===== config.mk =====
export PLATFORM = sky130hd
export DESIGN_NAME = fc_score_streamer
export DESIGN_NICKNAME = d
export VERILOG_FILES = /design/src/rtl/fc_score_streamer.sv
export SDC_FILE = /design/constraint.sdc
export NUM_CORES = 1
export LEC_CHECK = 0
export BUFFER_PORTS_ARGS = -buffer_cell sky130_fd_sc_hd__buf_2
export CORE_ASPECT_RATIO = 0.5
export CORE_MARGIN = 5
export CORE_UTILIZATION = 50
export DETAILED_ROUTE_END_ITERATION = 10
export PLACE_DENSITY = 0.72
export SYNTH_ARGS = -nofsm -noshare
export SYNTH_HDL_FRONTEND = slang
export SYNTH_SLANG_ARGS = --single-unit

===== constraint.sdc =====
create_clock -name i_clk -period 5.83 [get_ports i_clk]
set_clock_uncertainty 0.1 [all_clocks]
set_input_delay 1.749 -clock i_clk [delete_from_list [all_inputs] [get_ports i_clk]]
set_output_delay 1.749 -clock i_clk [all_outputs]
set_load 0.1 [all_outputs]

===== src/rtl/fc_score_streamer.sv =====
// fc_score_streamer: captures one frame of FC-layer scores in parallel and streams them
// as (value, index) pairs, two per beat, over valid/ready into the argmax comparator tree.
// An odd class count pads the last beat with the most negative score, tagged with the
// last real class index, so any max-compare still returns a real class.
module fc_score_streamer #(
    parameter int unsigned WORD_SIZE   = 16,
    parameter int unsigned IDX_SIZE    = 4,
    parameter int unsigned NUM_CLASSES = 10
) (
    input  logic                             i_clk,
    input  logic                             i_rst_n,
    input  logic                             i_start,
    input  logic [NUM_CLASSES*WORD_SIZE-1:0] i_scores,
    output logic                             o_busy,
    output logic [WORD_SIZE-1:0]             o_x1,
    output logic [IDX_SIZE-1:0]              o_index_x1,
    output logic [WORD_SIZE-1:0]             o_x2,
    output logic [IDX_SIZE-1:0]              o_index_x2,
    output logic                             o_out_valid,
    input  logic                             i_out_ready,
    output logic                             o_out_last,
    output logic                             o_done
);

    localparam int unsigned NumBeats = (NUM_CLASSES + 1) / 2;
    localparam int unsigned KW       = (NumBeats > 1) ? $clog2(NumBeats) : 1;
    // Source table sized to the full index range so every beat lookup stays in bounds.
    localparam int unsigned SrcLen   = 2 ** (KW + 1);
    localparam logic [WORD_SIZE-1:0] MinVal = {1'b1, {(WORD_SIZE-1){1'b0}}};

    typedef enum logic [0:0] {StIdle, StSend} state_e;

    state_e               r_state;
    state_e               w_state_next;
    logic [WORD_SIZE-1:0] r_scores [NUM_CLASSES];
    logic [KW-1:0]        r_k;
    logic [WORD_SIZE-1:0] r_x1;
    logic [WORD_SIZE-1:0] r_x2;
    logic [IDX_SIZE-1:0]  r_idx1;
    logic [IDX_SIZE-1:0]  r_idx2;
    logic                 r_last;
    logic                 r_done;

    logic                 w_idle;
    logic                 w_capture;
    logic                 w_xfer;
    logic                 w_load;
    logic [WORD_SIZE-1:0] w_src [SrcLen];
    logic [KW-1:0]        w_beat;
    logic [KW:0]          w_lo_pos;
    logic [KW:0]          w_hi_pos;
    logic                 w_hi_real;
    logic                 w_last_next;

    assign w_idle    = (r_state == StIdle);
    assign w_capture = w_idle & i_start;
    assign w_xfer    = (r_state == StSend) & i_out_ready;
    assign w_load    = w_capture | (w_xfer & ~r_last);

    // Beat 0 is taken straight from the input so it is on the outputs the cycle after start.
    for (genvar g = 0; g < SrcLen; g++) begin : g_src
        if (g < NUM_CLASSES) begin : g_real
            assign w_src[g] = w_idle ? i_scores[g*WORD_SIZE +: WORD_SIZE] : r_scores[g];
        end else begin : g_pad
            assign w_src[g] = MinVal;
        end
    end

    assign w_beat      = w_idle ? '0 : r_k + KW'(1);
    assign w_lo_pos    = {w_beat, 1'b0};
    assign w_hi_pos    = {w_beat, 1'b1};
    assign w_hi_real   = (32'(w_hi_pos) < NUM_CLASSES);
    assign w_last_next = (w_beat == KW'(NumBeats - 1));

    // State register
    always_ff @(posedge i_clk or negedge i_rst_n) begin
        if (!i_rst_n) r_state <= StIdle;
        else          r_state <= w_state_next;
    end

    // Next-state: start leaves IDLE, the final transfer returns to it
    always_comb begin
        w_state_next = r_state;
        case (r_state)
            StIdle:  if (i_start) w_state_next = StSend;
            StSend:  if (i_out_ready && r_last) w_state_next = StIdle;
            default: w_state_next = StIdle;
        endcase
    end

    // Frame capture; contents only matter after a start so no reset is needed
    always_ff @(posedge i_clk) begin
        if (w_capture) begin
            for (int i = 0; i < NUM_CLASSES; i++) begin
                r_scores[i] <= i_scores[i*WORD_SIZE +: WORD_SIZE];
            end
        end
    end

    // Beat registers: reload on start or non-final transfer, hold under backpressure
    always_ff @(posedge i_clk or negedge i_rst_n) begin
        if (!i_rst_n) begin
            r_k    <= '0;
            r_x1   <= '0;
            r_x2   <= '0;
            r_idx1 <= '0;
            r_idx2 <= '0;
            r_last <= 1'b0;
            r_done <= 1'b0;
        end else begin
            r_done <= w_xfer & r_last;
            if (w_load) begin
                r_k    <= w_beat;
                r_x1   <= w_src[w_lo_pos];
                r_idx1 <= IDX_SIZE'(w_lo_pos);
                r_x2   <= w_src[w_hi_pos];
                // Padding slot repeats the last real class index.
                r_idx2 <= w_hi_real ? IDX_SIZE'(w_hi_pos) : IDX_SIZE'(w_lo_pos);
                r_last <= w_last_next;
            end else if (w_xfer && r_last) begin
                r_last <= 1'b0;
            end
        end
    end

    assign o_out_valid = (r_state == StSend);
    assign o_busy      = (r_state == StSend);
    assign o_x1        = r_x1;
    assign o_x2        = r_x2;
    assign o_index_x1  = r_idx1;
    assign o_index_x2  = r_idx2;
    assign o_out_last  = r_last;
    assign o_done      = r_done;

endmodule


# Yosys cells after proc, flatten, opt, wreduce, memory -nomap -nowiden
# Memories as Yosys holds them, arrays and structs flattened.
# Index checks and enable logic that the tools add are counted.
[word_totals]
register_bits = 42
latchBits = 0
mem_bits_rw = 160
mem_bits_ro = 0
output_inout_bits = 44
n_memories = 1
[mem_list]
columns = ["name", "depth", "word_bits", "read_ports", "rd_clocked_by_memory_dff", "write_ports", "line_no", "source"]
rows = [
  ["r_scores", 10, 16, 10, 0, 10, "35", "logic [WORD_SIZE-1:0] r_scores [NUM_CLASSES];"],
]
[classes]
n_addsub = 1
multipliers = 0
div_mod_pow = 0
n_lt_le_gt_ge = 3
eq_ne = 1
n_shift = 0
n_mux = 25
bitwise = 9
n_reduce_logical = 3
[op_table]
columns = ["cell", "count"]
rows = [
  ["two-way mux 16 bit", 14],
  ["binary-select mux 16 bit (select 4 bit)", 2],
  [">= comparator 5 bit, second input constant", 2],
  ["NOT 4 -> 5 bit", 2],
  ["two-way mux 1 bit", 7],
  ["AND 1 bit", 4],
  ["less-than comparator 4 bit, second input constant", 1],
  ["adder 3 x 1 -> 3 bit, second input constant", 1],
  ["equality test 3 bit, second input constant", 1],
  ["two-way mux 3 bit", 1],
  ["logical AND 1 bit", 2],
  ["NOT 1 bit", 2],
  ["one-hot mux 1 bit (2 select lines)", 1],
  ["nonzero test 2 bit", 1],
  ["OR 1 bit", 1],
]

# Logic depth before layout (Yosys ltp)
# Gate-level depths: netlist of run 1.
[logic_depth]
word_depth = 6
ltp_mapped = 6
ltp_nobuf = 4

# Worst setup path before layout of run 1
# No wires, ideal clock.
[synth_timing]
kind = "input -> register"
start = "input port i_start"
end = "register r_x1[15] (netlist: o_x1[15])"
setup_time_ps = 103
t_arrival_ps = 5620
required_ps = 5627
slack_ps = 7
cell_stages = 5
n_path_buf = 1
path_cell_list = "nand2b_1 clkbuf_1 inv_1 a21oi_1 o31ai_1"
[synth_between]
elab_chain_cells = 2
[synth_rtl]
columns = ["item", "line_no", "source"]
rows = [
  ["from (decl)", "12", "input logic i_start,"],
  ["AND 1 bit", "56", "assign w_capture = w_idle & i_start;"],
  ["via w_capture", "45", "logic w_capture;"],
  ["OR 1 bit", "58", "assign w_load = w_capture | (w_xfer & ~r_last);"],
  ["to (signal assigned)", "114", "r_x1 <= w_src[w_lo_pos];"],
  ["to (decl)", "37", "logic [WORD_SIZE-1:0] r_x1;"],
]
# The timed path passes the listed nets, and every way through them passes these cells.
# A chain may end at the register's enable or synchronous reset.

==> results.md, run 1 <==
* Outcome: complete, no violations
* CORE AREA at 0.01656 mm²
* Most frequent cells in the layout: buf_2 (206), edfxtp_1 (160), o211ai_2 (58), dfrtp_1 (38)
* Yosys reg bits at 199
* Kind of end point of the critical path: flip-flop
* Clk buf depth at 2
* Layout cells sized above 1 at 0.4879
* Routed wire per std cell at 22.05 µm
* Net Count, Synth at between 600 and 700
* Critical path required time at 5.85 ns
* Die Y at 102.4 µm
* Worst hold slack at 0.4160 ns
* Vias at 5271
* Type of the most critical hold path: reg2reg
* CTS Buf Count at 17
* Row count at 33
* Fin. Hold Viols at 0
* Warnings, synthesis at 0
* Post-synthesis cell type count at 36
* Unrepaired setup endpoints after global routing: no
* Setup TNS at 0 ns
* H-tree depth at 4
* Commonest non-fill, non-tap cell in the layout: buf_2
* Routed WL at ~20 mm
* Max Cap Violations at 0
* Die area at 0.01994 mm²
* Resized cells post-CTS at 0
* CP startpoint kind: input pin
* Leak at 4.077 nW
* Largest net degree at the start of global routing at 103
* Clock Pin Slew Worst Setup and Hold Paths at 0.07 ns
* Clock Root Buffer: clkbuf_16
* Rel. slew slack at 0.2537
* Remaining Overflow, GRT at 0
* Count of input and output buffers at 206
* Drt initial violations at 353
* F_max at approximately 280 MHz
* Kind of critical path: in2reg
* CTS tree: built
* Number of enable flip-flop cells after synthesis at 160
* Initial antenna violation count at 0
* Register area share after synthesis at 0.6773
* Least-Margin Pin Slew at between 1 and 1.5 ns
* Post-cts hold buffer count at 0
* First-pass GRT wire length at 31.76 mm
* Post-Syn Area at 0.008534 mm²
* Cells after Synth at 500
* Antenna diodes at 0
* DRC viols at 0
* Routability cong. at 0.7872
* Post-CTS setup buffer count at 0
* Syn avg cell area at 17.07 µm²
* Antenna-violating nets left at 0
* Vias in the first global route at 5701
* Post-DP HPWL at 13.65 mm
* Peak supply drop at ~480 µV
* Drt via density at 5.680
* Syn-to-layout area delta at 20.30%
* FFs w/ async S/R, synth at 0.1960
* Clk_lat worst skew at 0.43 ns
* Tcrit/Tclk final at 0.6174
* Die width at about 190 µm
* Initial Util at 0.5155
* Crit path launch: i_start
* Clock Sinks at 199
* Main flop type after synthesis: edfxtp_1
* GRT Resource Usage Total at 0.2099
* Final layout net count at 853
* Period minus WS final at 3.599 ns
* Worst reg2reg path startpoint: o_index_x2[1]
* Pre-antenna DRT Iters at 4
* Power density over cell area at 616.8 mW/mm²
* CP arrival at approximately 3.6 ns
* I/O pins at 208
* Max-slew violation count at 0
* Final setup violation count at 0
* CP Max Fanout at 102
* Worst hold start: o_x2[0]
## where the power goes
group / switching (W) / total (W) / internal [W]
combinational: 0.00228 / 0.00322 / 0.000945
sequential: 0.000140 / 0.00197 / 0.00183
clock: 0.000566 / 0.00115 / 0.000580
## final cells by class
cell class              count  area (µm²)
clock buffers              18       439.2
clock inverters            14       135.1
fillers                  1252        6290
inverters                   2       12.51
multi-input cells         252        2496
flip-flops and latches    199        5782
well taps                 227       284.0
repair buffers            216        1119
## worst paths after layout
kind	to	slack [ns]	depth (start not counted)
hold reg to reg	o_x2[0]	0.42	2
setup reg to reg	o_x2[0]	2.93	5
hold / removal	o_x2[0]	0.42	2
min in group asynchronous	o_x2[14]	1.35	1
max in group asynchronous	o_index_x2[1]	3.61	1
setup / recovery	r_scores[2][11]	2.23	4
## registers in the layout, summed over array words and instances (netlist names)
| signal | cells |
|---|---|
| r_scores | 160 |
| o_x1 | 16 |
| o_x2 | 16 |
| o_index_x2 | 4 |
| o_busy | 1 |
| o_done | 1 |
| o_out_last | 1 |
## Yosys cell counts, types with 3 or more instances
| cell | instances | share of area |
|---|---|---|
| buf_6 | 4 | 0.0053 |
| a31oi_1 | 31 | 0.023 |
| mux4_1 | 4 | 0.012 |
| clkbuf_1 | 21 | 0.0092 |
| dfrtp_1 | 39 | 0.11 |
| nand2b_1 | 4 | 0.0029 |
| buf_4 | 5 | 0.0044 |
| and3b_1 | 31 | 0.032 |
| mux4_2 | 28 | 0.074 |
| buf_2 | 14 | 0.0082 |
| edfxtp_1 | 160 | 0.56 |
| nor3_1 | 3 | 0.0018 |
| o31ai_1 | 3 | 0.0026 |
| nor2_1 | 32 | 0.014 |
| o211ai_2 | 58 | 0.085 |
| nand2_1 | 4 | 0.0018 |
| nand3_1 | 32 | 0.019 |
## logic make-up after synthesis
family / count (synthesis) / share of synthesized area
xor+xnor: 4 / 0.005866
fa+ha+maj: 1 / 0.001466
mux: 33 / 0.08738
buf+inv: 49 / 0.03445
flops: 199 / 0.6773
other cells: 1 / 0.0004394
compound gates: 101 / 0.1173
simple gates: 112 / 0.07579
## routing by layer
layer,up-vias,part of all wire,routed length [µm],GRT usage
met4,0,0.014,283,0.06166
met5,-,0,0,0
met2,162,0.49,9996,0.3405
met1,2698,0.44,8952,0.2924
met3,21,0.060,1235,0.04611
li1,2390,-,-,-
## per-stage QoR
stage	power, W	instance area (µm²)	std cells	setup slack (ns)	util
floorplan	0.004688	8534	500	0.007486	-
global placement	0.005181	9693	896	1.810	0.5854
detailed placement	0.005239	9693	896	1.739	0.5854
CTS	0.006388	10270	928	2.201	0.6201
global route	0.006630	10270	928	2.093	0.6201
finish	0.006333	10270	928	2.231	0.6201
## worst max-delay path: stages
cell and delay [ns]:
buf_2 0.53, nand2b_2 0.18, inv_6 0.69, buf_4 0.40
No activity file was read; power rests on OpenSTA's default activity.
==> inputs of run 2 (changes only) <==
--- a/config.mk
+++ b/config.mk
@@ -8,9 +8,9 @@
 export BUFFER_PORTS_ARGS = -buffer_cell sky130_fd_sc_hd__buf_2
 export CORE_ASPECT_RATIO = 0.5
 export CORE_MARGIN = 5
-export CORE_UTILIZATION = 50
+export CORE_UTILIZATION = 48
 export DETAILED_ROUTE_END_ITERATION = 10
-export PLACE_DENSITY = 0.72
+export PLACE_DENSITY = 0.73
 export SYNTH_ARGS = -nofsm -noshare
 export SYNTH_HDL_FRONTEND = slang
 export SYNTH_SLANG_ARGS = --single-unit
==> constraint.sdc (replaced) <==
create_clock -name i_clk -period 3.1 [get_ports i_clk]
set_clock_uncertainty 0.1 [all_clocks]
set_input_delay 0.93 -clock i_clk [delete_from_list [all_inputs] [get_ports i_clk]]
set_output_delay 0.93 -clock i_clk [all_outputs]
set_load 0.1 [all_outputs]
==> run 2 against run 1 <==
Net effect:
- register-to-register slack got worse by 2.5 ns
- die area increased by 3.9%
- sequential power increased by 88%
- sequential cell count unchanged
- worst hold slack improved by 0.0041 ns
- cell area increased by 1.7%
- worst setup slack got worse by 2.0 ns
- core utilization decreased by 2.0 points
- largest power group unchanged
==> results.md, run 2 (synthesized netlist as in run 1, its figures left out) <==
* Most flops, register: r_scores
* Peak supply drop at 893.0 µV (+88%)
* Critical path required time at 2.07 ns (-3.78 ns)
* Clock Sinks at 199 (unchanged)
* GRT Resource Usage Total at 0.2081 (-0.001757)
* Row count at 34 (+3.0%)
* Final layout net count at 860 (+0.82%)
* Number of flip-flops in the largest register at 160 (unchanged)
* Rel. slew slack at 0.2149 (-0.03886)
* CTS tree: built
* Top delay family on crit path: buffers and inverters
* Max-slew violation count at 0 (unchanged)
* Buf/Inv on CP at 2 (-1)
* Routed WL at 21.11 mm (+3.1%)
* Post-cts hold buffer count at 0 (unchanged)
* Worst Reg2Reg Path Length in Cells at 5 (unchanged)
* CP arrival at 1.81 ns (-1.81 ns)
* Initial antenna violation count at 0 (unchanged)
* Type of the most critical hold path: reg2reg
* CP Max Fanout at 38 (-63%)
* Initial Util at 0.4905 (-0.02495)
* Largest net degree at the start of global routing at 47 (-54%)
* Hold Crit Endpoint: o_x2[1]
* Drt initial violations at 255 (-28%)
* Commonest non-fill, non-tap cell in the layout: buf_2
* CP cell instances: buf_4 > buf_2
* Drt via density at 5.723 (+0.76%)
* Pre-antenna DRT Iters at 5 (+1)
* CTS Buf Count at 17 (unchanged)
* Die Y at 104.3 µm (+1.9%)
* Max Cap Violations at 0 (unchanged)
* Worst hold path stage count at 2 (unchanged)
* Count of input and output buffers at 206 (unchanged)
* Clk buf depth at 2 (unchanged)
* Clock Pin Slew Worst Setup and Hold Paths at 0.07 ns (about the same)
* Vias at 5391 (+2.3%)
* Outcome: complete, no violations
* F_max at 352.5 MHz
* Antenna-violating nets left at 0 (unchanged)
* I/O pins at 208 (unchanged)
* Crit path max-delay cell type: buf_2
* Post-DP HPWL at 13.96 mm (+2.3%)
* Period minus WS final at 2.837 ns
* Register area at 0.005783 mm² (about the same)
* Vias in the first global route at 5909 (+3.6%)
* Kind of end point of the critical path: output port
* CORE AREA at 0.01740 mm² (+5.1%)
* Tcrit/Tclk final at 0.9152
* Final setup violation count at 0 (unchanged)
* CP startpoint kind: flip-flop
* Routability cong. at 0.7720 (-1.9%)
* Unrepaired setup endpoints after global routing: no
* Leak at 4.150 nW (+1.8%)
* DRC viols at 0 (unchanged)
* Remaining Overflow, GRT at 0 (unchanged)
* Clk_lat worst skew at 0.43 ns (about the same)
* Worst hold start: o_x2[1]
* Least-Margin Pin Slew at 1.176 ns (+0.05877 ns)
* Worst reg2reg path startpoint: o_index_x2[2]
* Resized cells post-CTS at 0 (unchanged)
* First-pass GRT wire length at 33.17 mm (+4.4%)
* Layout cells sized above 1 at 0.4944 (+0.006476)
* Worst R2R Setup Slack at 0.46 ns (-2.47 ns)
* Die area at 0.02071 mm² (+3.9%)
* Most frequent cells in the layout: buf_2 (206), edfxtp_1 (160), o211ai_2 (58), dfrtp_1 (37)
* Area occupied by multi-input gates at 0.002501 mm² (+0.20%)
* H-tree depth at 4 (unchanged)
* Largest stage delay on the critical path at 0.54 ns (-0.15 ns)
* Syn-to-layout area delta at 22.37%
* R2R Path End: o_x2[14]
* Die width at 198.6 µm (+2.0%)
* Clock Root Buffer: clkbuf_16
* Tot Pwr at 0.01220 W (+93%)
* Routed wire per std cell at 22.41 µm (+1.6%)
* Post-CTS setup buffer count at 0 (unchanged)
* Fill cells at 1313 (+4.9%)
* Setup TNS at 0 ns (unchanged)
* Fin. Hold Viols at 0 (unchanged)
* Power density over cell area at 1168 mW/mm² (+89%)
* Kind of critical path: reg2out
* Antenna diodes at 0 (unchanged)
==> run 2: cell count changes in the layout (fill, tap and decap cells not counted), sizes merged <==
cell	before	now
buf	216	223
bufinv	0	2
clkbuf	18	17
clkinvlp	0	1
inv	11	9
==> run 2: stage by stage <==
stage          area [µm²]    util  setup WS [ns]  std cells  hold slack (ns)
2_1_floorplan        8557       -        -0.8850        500           0.4270
3_3_place_gp         9809  0.5638         0.4983        910           0.3996
3_5_place_dp         9809  0.5638         0.4189        910           0.4054
4_1_cts             10440  0.6002         0.2187        942           0.4226
5_1_grt             10440  0.6002         0.1629        942           0.4491
6_report            10440  0.6002         0.2628        942           0.4201
==> run 2: routing by layer <==
metal | vias up | wire length [µm] | GRT usage | share of wire
li1 | 2403 | - | - | -
met1 | 2748 | 8793 | 0.2848 | 0.42
met2 | 208 | 10520 | 0.3354 | 0.50
met3 | 32 | 1402 | 0.04531 | 0.066
met4 | 0 | 393 | 0.06585 | 0.019
met5 | - | 0 | 0 | 0
==> run 2: worst min-delay path, stage by stage (launching register included) <==
cell and delay [ns]:
dfrtp_1 0.35, nand3_1 0.08, o211ai_2 0.06
==> run 2: where the power goes <==
group,total [W],internal (W),switching (W)
logic,0.00615,0.00187,0.00428
clock network,0.00234,0.00125,0.00109
registers,0.00371,0.00343,0.000280
==> run 2: worst max-delay path by stage <==
stage / endpoint / depth (start not counted) / from / slack, ns
after floorplan: r_scores[0][0] / 3 / i_start / -0.89
after global placement: o_x1[14] / 5 / o_index_x2[2] / 0.50
after detailed placement: o_x1[14] / 5 / o_index_x2[2] / 0.42
after CTS: o_index_x2[1] / 2 / o_index_x2[1] / 0.22
after global routing: o_index_x2[1] / 2 / o_index_x2[1] / 0.16
final: o_index_x2[1] / 2 / o_index_x2[1] / 0.26
==> run 2: area by class of cell <==
type / instances / area share
Tap cell: 234 / 0.02803
Clock buffer: 17 / 0.04073
Timing Repair Buffer: 223 / 0.1169
Clock inverter: 15 / 0.02001
Sequential cell: 199 / 0.5537
Multi-Input combinational cell: 252 / 0.2395
Inverter: 2 / 0.001078
